==> config.mk <==
export PLATFORM = sky130hd
export DESIGN_NAME = mem_port_arbiter
export DESIGN_NICKNAME = d
export VERILOG_FILES = /design/src/rtl/mem_port_arbiter.sv
export SDC_FILE = /design/constraint.sdc
export NUM_CORES = 1
export LEC_CHECK = 0
export ABC_AREA = 1
export BUFFER_PORTS_ARGS = -buffer_cell sky130_fd_sc_hd__clkbuf_2
export CAP_MARGIN = 10
export CORE_MARGIN = 10
export CORE_UTILIZATION = 40
export CTS_CLUSTER_SIZE = 25
export DETAILED_ROUTE_END_ITERATION = 8
export PLACE_DENSITY = 0.68
export RECOVER_POWER = 100
export SLEW_MARGIN = 40
export SYNTH_ARGS = -nofsm -noshare
export SYNTH_HDL_FRONTEND = slang
export SYNTH_SLANG_ARGS = --single-unit
==> constraint.sdc <==
create_clock -name clock -period 4.05 [get_ports clock]
set_input_delay 0.81 -clock clock [delete_from_list [all_inputs] [get_ports clock]]
set_output_delay 0.81 -clock clock [all_outputs]
set_load 0.01 [all_outputs]
==> src/rtl/mem_port_arbiter.sv <==
// mem_port_arbiter: shares one single-port 64-bit memory between instruction
// fetch, data load/store and an external loader. One access is in flight at
// a time. Byte addresses, sizes and lanes are converted to word accesses.
// Read data is captured after a fixed memory latency, and every access ends
// with a one-cycle acknowledge to the requester that owned it.
module mem_port_arbiter #(
  parameter int ADDR_W     = 16,
  parameter int RD_LATENCY = 1,
  parameter int MAX_STARVE = 8
) (
  input  logic              clock,
  input  logic              reset,
  // instruction fetch
  input  logic              inst_req,
  input  logic [ADDR_W-1:0] inst_addr,
  output logic              inst_ack,
  output logic [31:0]       inst_rddata,
  // data load/store
  input  logic              data_req,
  input  logic [1:0]        data_cmd,
  input  logic [ADDR_W-1:0] data_addr,
  input  logic [2:0]        data_size,
  input  logic [63:0]       data_wrdata,
  output logic              data_ack,
  output logic [63:0]       data_rddata,
  output logic              data_err,
  // external loader
  input  logic              ext_req,
  input  logic [ADDR_W-1:0] ext_addr,
  input  logic [31:0]       ext_wrdata,
  output logic              ext_ack,
  // memory macro
  output logic              mem_req,
  output logic              mem_we,
  output logic [ADDR_W-4:0] mem_addr,
  output logic [63:0]       mem_wrdata,
  output logic [7:0]        mem_wrmask,
  input  logic [63:0]       mem_rddata
);

  localparam int            SW         = $clog2(MAX_STARVE + 1);
  localparam logic [SW-1:0] STARVE_MAX = SW'(MAX_STARVE);
  localparam logic [1:0]    LAT_INIT   = 2'(RD_LATENCY - 1);

  typedef enum logic [1:0] {IDLE, ISSUE, WAIT, DONE} state_t;
  typedef enum logic [1:0] {OWN_INST, OWN_DATA, OWN_EXT} owner_t;

  // Byte-enable pattern for an access of 2**size bytes starting at lane off.
  function automatic logic [7:0] lane_mask(input logic [1:0] size, input logic [2:0] off);
    logic [7:0] base;
    case (size)
      2'd0:    base = 8'h01;
      2'd1:    base = 8'h03;
      2'd2:    base = 8'h0F;
      default: base = 8'hFF;
    endcase
    return base << off;
  endfunction

  // Keeps the low 2**size bytes of a right-aligned word, zeroing the rest.
  function automatic logic [63:0] size_mask64(input logic [1:0] size);
    case (size)
      2'd0:    return 64'h0000_0000_0000_00FF;
      2'd1:    return 64'h0000_0000_0000_FFFF;
      2'd2:    return 64'h0000_0000_FFFF_FFFF;
      default: return 64'hFFFF_FFFF_FFFF_FFFF;
    endcase
  endfunction

  // An access is refused when its size is illegal or it spills past lane 7.
  function automatic logic access_err(input logic [2:0] size, input logic [2:0] off);
    if (size[2]) return 1'b1;
    return ({1'b0, off} + (4'd1 << size[1:0])) > 4'd8;
  endfunction

  state_t        state;
  owner_t        lat_owner;
  logic          lat_read;
  logic [2:0]    lat_off;
  logic [1:0]    lat_size;
  logic          lat_hi;
  logic [1:0]    lat_cnt;
  logic          rr_last_inst;
  logic [SW-1:0] starve_cnt;

  logic          force_core;
  logic          grant_ext;
  logic          grant_data;
  logic          grant_inst;
  logic          data_is_wr;
  logic          data_bad;
  logic [2:0]    data_off;

  // Byte-offset bits of the word-aligned requesters carry no information.
  logic          unused_addr_bits;
  assign unused_addr_bits = ^{inst_addr[1:0], ext_addr[1:0]};

  // Arbitration: ext first unless a starved core requester must be forced through.
  always_comb begin
    data_off   = data_addr[2:0];
    data_is_wr = (data_cmd == 2'd1);
    data_bad   = access_err(data_size, data_off);
    force_core = (starve_cnt == STARVE_MAX) && (data_req || inst_req);
    grant_ext  = ext_req && !force_core;
    grant_data = !grant_ext && data_req && (!inst_req || rr_last_inst);
    grant_inst = !grant_ext && inst_req && !grant_data;
  end

  // Payload of the winner is captured in IDLE and used until the ack.
  always_ff @(posedge clock) begin
    if (state == IDLE) begin
      if (grant_ext) begin
        lat_owner <= OWN_EXT;
        lat_read  <= 1'b0;
      end else if (grant_data) begin
        lat_owner <= OWN_DATA;
        lat_read  <= !data_is_wr;
      end else begin
        lat_owner <= OWN_INST;
        lat_read  <= 1'b1;
      end
      lat_off  <= data_off;
      lat_size <= data_size[1:0];
      lat_hi   <= inst_addr[2];
    end
  end

  // Access sequencer: grant, strobe memory once, wait for read data, acknowledge.
  always_ff @(posedge clock) begin
    if (reset) begin
      state        <= IDLE;
      lat_cnt      <= 2'd0;
      rr_last_inst <= 1'b1;
      starve_cnt   <= '0;
      mem_req      <= 1'b0;
      mem_we       <= 1'b0;
      mem_addr     <= '0;
      mem_wrdata   <= '0;
      mem_wrmask   <= '0;
      inst_ack     <= 1'b0;
      inst_rddata  <= '0;
      data_ack     <= 1'b0;
      data_rddata  <= '0;
      data_err     <= 1'b0;
      ext_ack      <= 1'b0;
    end else begin
      mem_req     <= 1'b0;
      mem_we      <= 1'b0;
      mem_addr    <= '0;
      mem_wrdata  <= '0;
      mem_wrmask  <= '0;
      inst_ack    <= 1'b0;
      inst_rddata <= '0;
      data_ack    <= 1'b0;
      data_rddata <= '0;
      data_err    <= 1'b0;
      ext_ack     <= 1'b0;
      case (state)
        IDLE: begin
          if (grant_ext) begin
            state      <= ISSUE;
            mem_req    <= 1'b1;
            mem_we     <= 1'b1;
            mem_addr   <= ext_addr[ADDR_W-1:3];
            mem_wrdata <= {ext_wrdata, ext_wrdata};
            mem_wrmask <= ext_addr[2] ? 8'hF0 : 8'h0F;
            if ((data_req || inst_req) && (starve_cnt != STARVE_MAX))
              starve_cnt <= starve_cnt + 1'b1;
          end else if (grant_data) begin
            rr_last_inst <= 1'b0;
            starve_cnt   <= '0;
            if (data_bad) begin
              state    <= DONE;
              data_ack <= 1'b1;
              data_err <= 1'b1;
            end else begin
              state    <= ISSUE;
              mem_req  <= 1'b1;
              mem_we   <= data_is_wr;
              mem_addr <= data_addr[ADDR_W-1:3];
              if (data_is_wr) begin
                mem_wrdata <= data_wrdata << {data_off, 3'b000};
                mem_wrmask <= lane_mask(data_size[1:0], data_off);
              end
            end
          end else if (grant_inst) begin
            rr_last_inst <= 1'b1;
            starve_cnt   <= '0;
            state        <= ISSUE;
            mem_req      <= 1'b1;
            mem_addr     <= inst_addr[ADDR_W-1:3];
          end
        end
        ISSUE: begin
          if (lat_read) begin
            state   <= WAIT;
            lat_cnt <= LAT_INIT;
          end else begin
            state <= DONE;
            if (lat_owner == OWN_EXT) ext_ack  <= 1'b1;
            else                      data_ack <= 1'b1;
          end
        end
        WAIT: begin
          if (lat_cnt == 2'd0) begin
            state <= DONE;
            if (lat_owner == OWN_INST) begin
              inst_ack    <= 1'b1;
              inst_rddata <= lat_hi ? mem_rddata[63:32] : mem_rddata[31:0];
            end else begin
              data_ack    <= 1'b1;
              data_rddata <= (mem_rddata >> {lat_off, 3'b000}) & size_mask64(lat_size);
            end
          end else begin
            lat_cnt <= lat_cnt - 1'b1;
          end
        end
        DONE: begin
          state <= IDLE;
        end
        default: begin
          state <= IDLE;
        end
      endcase
    end
  end

endmodule

Word-level counts from Yosys, hierarchy flattened
Cells that the tools add are included.
{"block": "word_totals", "reg_bits": 205, "latchBits": 0, "mem_bits_rw": 0, "romBits": 0, "in_bits": 218, "out_inout_bits": 187, "elab_cells": 146, "n_memories": 0}
{"block": "op_classes", "add_sub_neg": 3, "n_mul": 0, "div": 0, "n_lt_le_gt_ge": 1, "eq_ne": 16, "shifts": 4, "mux": 64, "bitwise": 7, "reduce_logical": 31}
{"operator": "2-to-1 mux 64 bit", "n": 8}
{"operator": "case mux 64 bit (3 select lines)", "n": 1}
{"operator": "2-to-1 mux 8 bit", "n": 11}
{"operator": "bitwise AND 64 bit", "n": 1}
{"operator": "<< shifter 64 x 6 -> 64 bit", "n": 1}
{"operator": ">> shifter 64 x 6 -> 64 bit", "n": 1}
{"operator": "2-to-1 mux 13 bit", "n": 4}
{"operator": "2-to-1 mux 32 bit", "n": 1}
{"operator": "2-to-1 mux 1 bit", "n": 24}
{"operator": "case mux 8 bit (3 select lines)", "n": 1}
{"operator": "2-to-1 mux 4 bit", "n": 4}
{"operator": "2-to-1 mux 2 bit", "n": 7}
{"operator": "== test 2 bit, second input constant", "n": 5}
{"operator": "zero test 2 bit", "n": 5}
{"operator": "AND reduction 3 bit", "n": 3}
{"operator": "== test 2 x 1 -> 1 bit, second input constant", "n": 4}
{"operator": "inequality test 4 bit, second input constant", "n": 2}
{"operator": "case mux 2 bit (4 select lines)", "n": 1}
{"operator": "OR reduction 4 bit", "n": 2}
{"operator": "<< shifter 8 x 3 -> 8 bit", "n": 1}
{"operator": "logical AND 1 bit", "n": 7}
{"operator": "inequality test 2 bit, second input constant", "n": 3}
{"operator": "inverter 1 bit", "n": 6}
{"operator": "OR reduction 3 bit", "n": 2}
{"operator": "15 further kinds", "n": 21}

Longest topological paths before layout
Gate-level depths: netlist of run 1.
{"block": "depth", "word_depth": 16, "mapped_depth": 13, "ltp_nobuf": 13}

Worst setup path after synthesis of run 1
No wires, ideal clock.
{"block": "synth_path", "path_kind": "input -> register", "from": "input port data_size[1]", "to": "register mem_wrdata[20]", "setup_ps": 70, "arrival_time_ps": 2393, "required_time_ps": 3980, "setup_slack_ps": 1586, "cell_stages": 10, "n_path_buf": 2, "cell_sequence": "buf_2 nor2_1 ha_1 fa_1 nor2_1 nand3_1 nand2_2 buf_2 nand4_1 a21oi_1"}
{"block": "synth_via", "elab_chain_len": 7}
{"item": "start, declared", "line_no": "22", "text": "input logic [2:0] data_size,"}
{"item": "<< shifter 1 x 2 -> 4 bit", "line_no": "73", "text": "return ({1'b0, off} + (4'd1 << size[1:0])) > 4'd8;"}
{"item": "adder 3 x 4 -> 4 bit", "line_no": "73"}
{"item": "> comparator 4 bit", "line_no": "73"}
{"item": "2-to-1 mux 1 bit", "line_no": "73"}
{"item": "2-to-1 mux 64 bit", "line_no": "172", "text": "if (data_bad) begin"}
{"item": "2-to-1 mux 64 bit", "line_no": "169", "text": "end else if (grant_data) begin"}
{"item": "2-to-1 mux 64 bit", "line_no": "160", "text": "if (grant_ext) begin"}
{"item": "end signal, assigned", "line_no": "165", "text": "mem_wrdata <= {ext_wrdata, ext_wrdata};"}
{"item": "end signal, assigned", "line_no": "182", "text": "mem_wrdata <= data_wrdata << {data_off, 3'b000};"}
{"item": "end, declared", "line_no": "36", "text": "output logic [63:0] mem_wrdata,"}
Every way passes these cells.
A chain may end at the register's enable or synchronous reset.

Worst setup path after layout of run 1
{"block": "layout_path", "from": "register state[0]", "to": "register data_rddata[34]"}
{"block": "layout_via", "elab_chain_len": 3}
{"item": "start, declared", "line_no": "76", "text": "state_t state;"}
{"item": "start signal, assigned", "line_no": "131", "text": "state <= IDLE;"}
{"item": "start signal, assigned", "line_no": "161", "text": "state <= ISSUE;"}
{"item": "start signal, assigned", "line_no": "173", "text": "state <= DONE;"}
{"item": "== test 2 bit", "line_no": "158", "text": "case (state)"}
{"item": "inverter 1 bit (no line)"}
{"item": "OR reduction 4 bit (no line)"}
{"item": "end signal, assigned", "line_no": "212", "text": "data_rddata <= (mem_rddata >> {lat_off, 3'b000}) & size_mask64(lat_size);"}
{"item": "end, declared", "line_no": "25", "text": "output logic [63:0] data_rddata,"}
Every way passes these cells.

==> reports/metrics.yaml, run 1 <==
sta:
  rsz0062_at_grt: "false"
  finClkSkew_ns: 0.0101
  slew-limit-headroom_pct: -31.0
  tightest_slew_ns: 1.96
  hold_viol: 0
  timing.fmax_mhz: 312
  setup_violations: 0
  period_needed_ns: 3.20
  fin_setup_tns_ns: 0
  post-route-period-util_pct: 79.1
  finalMaxSlewViolations: 132
setup_path:
  critical_path_class: "register to register"
  crit_fanout: 32
  cp_data_required_time_ns: 4.35
  critPathBufInv: 3
  cp_slowest_cell: "clkbuf_1"
  cp-start-kind: "register"
  slowest_delay_ns: 1.16
  end_kind: "register"
  cp_top_family: "buffers and inverters"
  crit_chain: "inv_1 -> ha_1 -> nand2_1 -> nor2_1 -> nand2_1 -> inv_1 -> nand4_1 -> clkbuf_1 -> nor2_1"
  arrival_ns: 3.50
cts:
  clk_pin_slew_ns: 0.06
  clock_sinks: 205
  cts_resized: 0
  tritoncts: "yes"
  clock_path_buffers: 3
  cts_hold_buf: 0
  cts-htree-levels: 1
  cts_buffers: 23
  clock_latency_ns: 0.51
  post-cts-setup-buffers: 0
  root_buffer: "clkbuf_16"
synthesis:
  yosys.area.top_type_share_pct: 37.3
  synth.cell_area_um2: 10500
  synthMostInstantiatedCell: "nand2_1"
  ys_seq_area_share_pct: 39.9
  ys_types: 34
  yosysWarningCount: 0
  synth_common_cells: "nand2_1 (356), dfxtp_1 (196), nand3_1 (192)"
  synth_fp_nets: 1760
  synth_edf_count: 9
  yosys.area.top_type: "dfxtp_1"
  syn_area_per_cell_um2: 6.86
  dominantRegCellSynth: "dfxtp_1"
  yosys-top-cells-area: "dfxtp_1 (37%), nand2_1 (13%), nand3_1 (9.1%)"
  synth_seq_cells: 205
  ys_async_sr_fraction_pct: 0
  synthCells: 1532
power:
  power.internal_uw: 3770
  p_clk_share_pct: 35.8
  sw_frac_of_total_pct: 33.5
  p_sw_uw: 1900
  power_density_nw_per_um2: 436
  seq_power_share_pct: 38.9
  power_uw: 5680
  vdd_drop_max_uv: 348
  p_leak_uw: 0.00562
  share_comb_of_total_power_pct: 25.3
global_routing:
  grt_pass1_vias: 11630
  grt_antenna_before_repair: 10
  grt_pass1_wl_um: 66500
  grt_max_degree: 71
  grt_util_all_layers_pct: 24.8
  grt_overflow: 0
cells_and_area:
  nNetsFinal: 2079
  fillers: 2767
  drive_gt1_share_pct: 16.0
  area_delta_synth_final_pct: 23.8
routing:
  first_pass_iters: 6
  post_drt_wl_per_cell_um: 20.1
  ant_nets: 0
  drtIter0Drc: 1520
  avgViaCountPerCell: 5.55
  num_vias: 12256
  drc: 0
  wl_um: 44500
die:
  start_util_pct: 40.5
  core-area_um2: 26000
  die_area_um2: 33200
  fp.dieW_um: 182
  die_h_um: 182
  ios: 405
  rows: 59
status:
  status: "complete, but fails checks"
  violations: "capacitance limit, slew limit"
flow_run:
  cap_viol_max_count: 3
place:
  gp_congestion: 0.966
  port_buffers: 400
  hpwl_um: 33600
hold_path:
  hp-class: "register to register"
## routing by layer
metal	vias up	share of wire, %	GRT usage (%)
met3	83	9.5	6.77
met5	-	0.016	0
li1	5878	-	-
met2	592	48	41.6
met1	5701	40	30.2
met4	2	2.5	7.91
## worst register-to-register path: cells and delay by family, from the launching register on
family	cells	cell delay, ns
buffers and inverters	3	1.51
DFF	1	0.40
and+or+nand+nor	5	0.85
adders and majority gates	1	0.23
## sequential cells by signal, summed over array words and instances (netlist names), 2 cells and up
register	flops
data_rddata	64
inst_rddata	32
lat_cnt	2
lat_off	3
lat_owner	2
lat_size	2
mem_addr	13
mem_wrdata	64
mem_wrmask	8
starve_cnt	4
state	2
## placed cells by master (no fill, tap or decap), types with 2 or more instances in the layout
cell type,synthesis,layout
clkbuf_1,62,194
nand4_1,81,81
dfxtp_1,196,196
nand2_2,3,2
inv_4,0,2
clkinv_2,0,9
inv_2,10,7
nand3_1,192,192
a21oi_1,150,150
o31ai_1,2,2
a31oi_1,18,18
a21boi_0,10,10
o21ai_0,96,97
mux2i_1,9,9
buf_4,12,19
bufinv_16,0,2
clkbuf_16,0,23
clkbuf_2,0,211
xor2_1,2,2
a211oi_1,23,23
inv_1,62,61
o21a_1,4,4
nor2_1,125,125
nand2_1,356,358
ha_1,9,9
edfxtp_1,9,9
o211ai_1,3,3
diode_2,0,8
clkinvlp_4,0,2
or2_2,16,16
nor3_1,12,12
inv_6,0,2
nor4_1,9,9
## worst paths after layout
path	start	endpoint	slack (ns)	depth (start not counted)
max	state[0]	data_rddata[34]	0.85	9
min	lat_cnt[1]	lat_cnt[1]	0.46	2
max reg2reg	state[0]	data_rddata[34]	0.85	9
min reg2reg	lat_cnt[1]	lat_cnt[1]	0.46	2
## layout make-up
class / count / area [um^2] / share of cell area, %
multi-input combinational: 1127 / 5450 / 41.9
timing repair buffer: 422 / 1920 / 14.7
clock inverter: 15 / 136 / 1.05
tap: 335 / 419 / 3.22
antenna: 8 / 20.0 / 0.154
inverter: 72 / 278 / 2.13
sequential: 205 / 4190 / 32.2
clock buffer: 26 / 597 / 4.58
## power by group through the flow
stage	logic, uW	registers, uW	clock network (uW)
after floorplan	906	2280	0
after global placement	1420	2250	0
after detailed placement	1430	2250	0
after CTS	1440	2210	2070
after global routing	1580	2220	2150
final	1440	2210	2030
## through the flow
step                      utilization (%)  area, um^2  worst slack (ns)  hold WS (ns)  instances
after floorplan                         -       10500              1.59         0.417       1532
after global placement               48.2       12500             0.962         0.447       2161
after detailed placement             48.2       12500             0.865         0.456       2161
after CTS                            51.0       13300              1.40         0.465       2202
after global routing                 50.1       13000             0.584         0.474       2209
final                                50.1       13000             0.848         0.465       2210
## cell families after synthesis
logic type	Yosys count	synth area share, %
AOI/OAI and AO/OA	309	16.0
muxes	9	0.857
xor gates and xnor gates	2	0.167
adders and majority gates	10	1.26
buffers and inverters	200	8.15
DFF	205	39.9
and+or+nand+nor	797	33.7
Power figures use the tool's default switching activity.
==> run 2: changes to the inputs <==
--- a/config.mk
+++ b/config.mk
@@ -5,14 +5,14 @@
 export SDC_FILE = /design/constraint.sdc
 export NUM_CORES = 1
 export LEC_CHECK = 0
-export ABC_AREA = 1
+export ABC_AREA = 0
 export BUFFER_PORTS_ARGS = -buffer_cell sky130_fd_sc_hd__clkbuf_2
 export CAP_MARGIN = 10
 export CORE_MARGIN = 10
 export CORE_UTILIZATION = 40
 export CTS_CLUSTER_SIZE = 25
 export DETAILED_ROUTE_END_ITERATION = 8
-export PLACE_DENSITY = 0.68
+export PLACE_DENSITY = 0.69
 export RECOVER_POWER = 100
 export SLEW_MARGIN = 40
 export SYNTH_ARGS = -nofsm -noshare
==> constraint.sdc (replaced) <==
create_clock -name clock -period 3 [get_ports clock]
set_input_delay 0.6 -clock clock [delete_from_list [all_inputs] [get_ports clock]]
set_output_delay 0.6 -clock clock [all_outputs]
set_load 0.01 [all_outputs]
==> reports/metrics.yaml, run 2 <==
status:
  status: "complete, but fails checks"
  violations: "capacitance limit"
power:
  power_density_nw_per_um2: 719  # +65%
  seq_power_share_pct: 34.5  # -4.4 points
  vdd_drop_max_uv: 498  # +43%
  sw_frac_of_total_pct: 33.3  # -0.21 points
  power.internal_uw: 6210  # +65%
  p_leak_uw: 0.00537  # -4.4%
  p_sw_uw: 3100  # +63%
  share_comb_of_total_power_pct: 33.4  # +8.1 points
  p_clk_share_pct: 32.1  # -3.7 points
routing:
  route.met2.wl_um: 18500  # -14%
  top_layer_used: "met4"
  drtIter0Drc: 903  # -41%
  first_pass_iters: 5  # -1
  drc: 0  # unchanged
  ant_nets: 0  # unchanged
  post_drt_wl_per_cell_um: 21.6  # +7.5%
  num_vias: 9570  # -22%
  met1_length_um: 14200  # -19%
  avgViaCountPerCell: 5.51  # -0.65%
  wl_um: 37600  # -16%
  wl_met3_um: 3840  # -9.7%
cts:
  clk_pin_slew_ns: 0.06  # about the same
  root_buffer: "clkbuf_16"
  cts_hold_buf: 0  # unchanged
  post-cts-setup-buffers: 0  # unchanged
  clock_latency_ns: 0.52  # about the same
  cts_buffers: 23  # unchanged
  clock_path_buffers: 3  # unchanged
  tritoncts: "yes"
  clock_sinks: 205  # unchanged
  cts-htree-levels: 1  # unchanged
  cts_resized: 0  # unchanged
setup_path:
  ff2ff_setup_slack_ns: 0.52  # -0.33 ns
  cp_slowest_cell: "clkbuf_1"
  cp_top_family: "buffers and inverters"
  crit_chain: "clkbuf_2 -> clkbuf_1 -> buf_4 -> nor2b_1 -> o2bb2ai_1 -> o21ai_0 -> o21ai_0"
  crit_path_end: "mem_wrdata[37]"
  critPathBufInv: 3  # unchanged
  path_common_cell: "o21ai_0"
  crit_start: "data_addr[2]"
  r2r_cells: 6  # -3
  cp-start-kind: "primary input"
  arrival_ns: 3.02  # -0.48 ns
  crit_fanout: 28  # -13%
  slowest_delay_ns: 1.03  # -0.13 ns
  cp.depth: 7  # -2
  critical_path_class: "primary input to register"
  end_kind: "register"
  reg2reg_from: "lat_off[0]"
  worstReg2RegEnd: "data_rddata[2]"
  cp_data_required_time_ns: 3.43  # -0.92 ns
global_routing:
  grt_antenna_before_repair: 2  # -8
  grt_pass1_vias: 9730  # -16%
  grt_pass1_wl_um: 56100  # -16%
  grt_overflow: 0  # unchanged
  grt_util_all_layers_pct: 22.3  # -2.5 points
  grt_max_degree: 80  # +13%
sta:
  fin_setup_tns_ns: 0  # unchanged
  tightest_slew_ns: 1.50  # -0.467 ns
  finClkSkew_ns: 0.0200  # +0.00991 ns
  finalMaxSlewViolations: 0  # -100%
  hold_viol: 0  # unchanged
  fin_ws_ns: 0.404  # -0.444 ns
  rsz0062_at_grt: "false"
  slew-limit-headroom_pct: 0.156  # +31 points
  timing.fmax_mhz: 385
  post-route-period-util_pct: 86.5
  setup_violations: 0  # unchanged
  period_needed_ns: 2.60
synthesis:
  ys_types: 57  # +68%
  ys_seq_area_share_pct: 41.8  # +1.9 points
  synth_common_cells: "dfxtp_1 (196), nor2_1 (127), mux2i_1 (105)"
  yosys.area.top_type: "dfxtp_1"
  synth.cell_area_um2: 10000  # -4.6%
  synth_seq_cells: 205  # unchanged
  yosys-top-cells-area: "dfxtp_1 (39%), mux4_2 (13%), mux2i_1 (10%)"
  ys_async_sr_fraction_pct: 0  # unchanged
  yosysWarningCount: 0  # unchanged
  synth_edf_count: 9  # unchanged
  synthCells: 1020  # -33%
  syn_area_per_cell_um2: 9.84  # +43%
  synthMostInstantiatedCell: "dfxtp_1"
  synth_fp_nets: 1248  # -29%
  yosys.area.top_type_share_pct: 39.1  # +1.8 points
  dominantRegCellSynth: "dfxtp_1"
die:
  die_h_um: 178  # -2.1%
  core-area_um2: 24500  # -5.6%
  rows: 57  # -3.4%
  die_area_um2: 31800  # -4.1%
  ios: 405  # unchanged
  start_util_pct: 40.9  # +0.43 points
  fp.dieW_um: 178  # -2.1%
cells_and_area:
  fillers: 2391  # -14%
  largest_registers: "data_rddata x64, mem_wrdata x64, inst_rddata x32"
  drive_gt1_share_pct: 24.9  # +8.9 points
  nNetsFinal: 1622  # -22%
  area_delta_synth_final_pct: 29.1
  multi_input_area_um2: 5450  # about the same
  ff_latch_area_um2: 4190  # unchanged
  fin_cells: 1737  # -21%
  final_common_cell: "clkbuf_2"
  layout_common_cells: "clkbuf_2 (210), clkbuf_1 (200), dfxtp_1 (196)"
place:
  hpwl_um: 29500  # -12%
  dp.cells: 1692  # -22%
  port_buffers: 400  # unchanged
  gp_congestion: 0.922  # -4.5%
  place_ws_ns: 0.0799  # -0.785 ns
hold_path:
  hp-class: "primary input to register"
flow_run:
  cap_viol_max_count: 1  # -2
==> run 2: changes by cell type in the layout (fill, tap and decap cells not counted), sizes merged, moves of 19 or more <==
cell and delta:
mux4 +56, a22oi +19, nand4 -81, inv -60, mux2i +96, nand3 -190, nand2 -269, nor2b +25
a21oi -95
==> run 2: final cells by class <==
type	instances	share of cell area, %
Tap cell	324	3.13
Clock inverter	12	1.11
Clock buffer	30	5.20
Sequential cell	205	32.4
Inverter	13	0.377
Multi-Input combinational cell	718	42.1
Timing Repair Buffer	433	15.7
Antenna cell	2	0.0386
==> run 2: how the worst min path moves through the flow <==
stage | slack (ns) | cells past startpoint | to | startpoint
final | 0.26 | 1 | lat_hi | inst_addr[2]
after CTS | 0.24 | 1 | lat_hi | inst_addr[2]
after global placement | 0.48 | 2 | rr_last_inst | rr_last_inst
after floorplan | 0.45 | 2 | rr_last_inst | rr_last_inst
after global routing | 0.25 | 1 | lat_hi | inst_addr[2]
after detailed placement | 0.48 | 2 | rr_last_inst | rr_last_inst
==> run 2: power by group through the flow <==
stage / clock network (uW) / logic, uW / registers, uW
floorplan: 0 / 2040 / 3340
global route: 3180 / 3400 / 3240
detailed placement: 0 / 3150 / 3300
global placement: 0 / 3110 / 3290
finish: 3000 / 3110 / 3210
CTS: 3060 / 3160 / 3240
==> run 2: per-stage QoR <==
stage	util (%)	power (uW)	hold WS [ns]	area (um^2)
global route	52.8	9820	0.253	13000
finish	52.8	9320	0.256	13000
detailed placement	50.6	6450	0.476	12400
CTS	53.9	9470	0.235	13200
global placement	50.5	6400	0.479	12400
floorplan	-	5390	0.452	10000
==> run 2: per-layer routing <==
metal / track usage [%] / vias to the layer above
li1: - / 4441
met1: 25.8 / 4590
met2: 38.0 / 464
met3: 7.40 / 75
met4: 7.17 / 0
met5: 0 / -
==> run 2: cells by family (layout without fill, tap and decap cells) <==
logic type	after synthesis	after routing	share of synthesized area [%]
buffers and inverters	97	488	4.08
other	0	2	0
AND/OR/NAND/NOR	296	296	14.2
AO/OA/AOI/OAI	239	239	14.3
flip-flops	205	205	41.8
adder cells (fa/ha/maj)	10	10	1.32
XOR/XNOR	2	2	0.175
multiplexers	171	171	24.2
==> run 2: worst reg2reg max path, delay by kind of cell, from the launching register on <==
kind	cells	cell delay (ns)
AOI/OAI and AO/OA	2	0.40
buffers and inverters	2	1.00
DFF	1	0.50
muxes	1	0.41
and+or+nand+nor	1	0.05
==> run 3: changes to the inputs <==
--- a/config.mk
+++ b/config.mk
@@ -14,6 +14,7 @@
 export DETAILED_ROUTE_END_ITERATION = 8
 export PLACE_DENSITY = 0.69
 export RECOVER_POWER = 100
+export REMOVE_ABC_BUFFERS = 1
 export SLEW_MARGIN = 40
 export SYNTH_ARGS = -nofsm -noshare
 export SYNTH_HDL_FRONTEND = slang
==> reports/metrics.yaml, run 3 (synthesis gave the netlist of run 2 again) <==
setup_path:
  r2r_cells: 5  # -1
  end_kind: "register"
  arrival_ns: 3.05  # +0.03 ns
  crit_fanout: 41  # +46%
  reg2reg_from: "lat_off[0]"
  cp-start-kind: "primary input"
  cp_data_required_time_ns: 3.38  # -0.05 ns
  ff2ff_setup_slack_ns: 0.45  # -0.07 ns
  critical_path_class: "primary input to register"
  worstReg2RegEnd: "data_rddata[6]"
sta:
  post-route-period-util_pct: 89.0  # +2.5 points
  timing.fmax_mhz: 374  # -2.8%
  rsz0062_at_grt: "false"
  setup_violations: 0  # unchanged
  slew-limit-headroom_pct: 3.97  # +3.8 points
  tightest_slew_ns: 1.44  # -0.0573 ns
  holdWs_ns: 0.276  # +0.0194 ns
  period_needed_ns: 2.67  # +0.0750 ns
  hold_viol: 0  # unchanged
  finalMaxSlewViolations: 0  # unchanged
  finClkSkew_ns: 0.00813  # -0.0119 ns
die:
  die_h_um: 178  # unchanged
  fp.dieW_um: 178  # unchanged
  core-area_um2: 24500  # unchanged
  ios: 405  # unchanged
  rows: 57  # unchanged
  die_area_um2: 31800  # unchanged
  start_util_pct: 40.9  # unchanged
cells_and_area:
  final_common_cell: "clkbuf_2"
  layout_common_cells: "clkbuf_2 (213), clkbuf_1 (197), dfxtp_1 (196)"
  area_delta_synth_final_pct: 28.0
  diodes: 0  # -2
  largest_registers: "data_rddata x64, mem_wrdata x64, inst_rddata x32"
  drive_gt1_share_pct: 24.6  # -0.32 points
  nNetsFinal: 1620  # -0.12%
cts:
  clock_path_buffers: 3  # unchanged
  cts-htree-levels: 1  # unchanged
  cts_buffers: 23  # unchanged
  clk_pin_slew_ns: 0.06  # about the same
  cts_hold_buf: 0  # unchanged
  clock_latency_ns: 0.50  # -0.02 ns
  post-cts-setup-buffers: 0  # unchanged
  root_buffer: "clkbuf_16"
  tritoncts: "yes"
  cts_resized: 0  # unchanged
  clock_sinks: 205  # unchanged
routing:
  num_vias: 9456  # -1.2%
  avgViaCountPerCell: 5.47  # -0.73%
  wl_um: 37000  # -1.6%
  post_drt_wl_per_cell_um: 21.4  # -1.2%
  ant_nets: 0  # unchanged
  drc: 0  # unchanged
  drtIter0Drc: 703  # -22%
  first_pass_iters: 5  # unchanged
global_routing:
  grt_pass1_wl_um: 55300  # -1.4%
  grt_util_all_layers_pct: 21.9  # -0.35 points
  grt_max_degree: 52  # -35%
  grt_overflow: 0  # unchanged
  grt_antenna_before_repair: 0  # -2
  grt_pass1_vias: 9715  # -0.15%
  top_usage_layer: "met2"
  grt.met2_usage_pct: 37.7  # -0.33 points
  grt_use_met1_pct: 25.3  # -0.56 points
  grt_use_met3_pct: 6.93  # -0.47 points
place:
  hpwl_um: 28100  # -4.9%
  gp_congestion: 0.898  # -2.6%
  port_buffers: 400  # unchanged
hold_path:
  hp-class: "primary input to register"
  worstHoldPathCells: 1  # unchanged
  hold_path_end: "lat_hi"
  min_from: "inst_addr[2]"
power:
  vdd_drop_max_uv: 404  # -19%
  power_uw: 9060  # -2.8%
  p_leak_uw: 0.00531  # -1.0%
  power_density_nw_per_um2: 705  # -1.9%
flow_run:
  cap_viol_max_count: 0  # -1
status:
  status: "finished, final reports clean"
[run 3: changes by cell type in the layout (fill, tap and decap cells not counted), sizes merged]
cell	before	now
clkinv	8	4
diode	2	0
buf	24	25
bufinv	3	2
clkinvlp	2	1
inv	12	11
[run 3: worst max-delay path by stage]
| stage | end | cells after the start | from | slack [ns] |
|---|---|---|---|---|
| floorplan | mem_wrdata[62] | 5 | state[0] | -0.82 |
| global placement | mem_wrdata[5] | 9 | data_size[1] | -0.05 |
| detailed placement | data_ack | 10 | data_size[1] | 0.004 |
| CTS | mem_wrdata[31] | 10 | data_size[1] | 0.54 |
| global route | mem_wrdata[51] | 9 | data_addr[0] | 0.18 |
| finish | mem_wrdata[63] | 6 | data_addr[0] | 0.33 |
[run 3: per-stage QoR]
step	setup slack (ns)	util (%)	TNS (ns)	instances	instance area [um^2]
2_1_floorplan	-0.816	-	-34.66	936	9670
3_3_place_gp	-0.0536	50.5	-0.427	1691	12400
3_5_place_dp	0.00436	50.6	0	1691	12400
4_1_cts	0.536	53.6	0	1729	13200
5_1_grt	0.184	52.4	0	1729	12800
6_report	0.329	52.4	0	1729	12800
[run 3: critical path, stage by stage]
cell and delay [ns]:
buf_4 0.11, buf_4 0.44, clkbuf_2 0.90, mux4_2 0.62, mux2i_1 0.23, o21ai_0 0.11
[run 3: cell type report]
class | count | area, um^2
Clock buffer | 33 | 673
Clock inverter | 5 | 77.6
Fill cell | 2351 | 11700
Inverter | 13 | 48.8
Multi-Input combinational cell | 718 | 5430
Sequential cell | 205 | 4190
Tap cell | 324 | 405
Timing Repair Buffer | 431 | 2020
[run 3: where the power goes]
part / internal, uW / switching (uW)
clock: 1710 / 1090
sequential: 3070 / 149
combinational: 1290 / 1740
[run 3: layer usage]
metal | part of all wire, % | vias up
met1 | 38 | 4449
met4 | 2.9 | 0
met5 | 0 | -
met3 | 11 | 69
met2 | 48 | 512
li1 | - | 4426
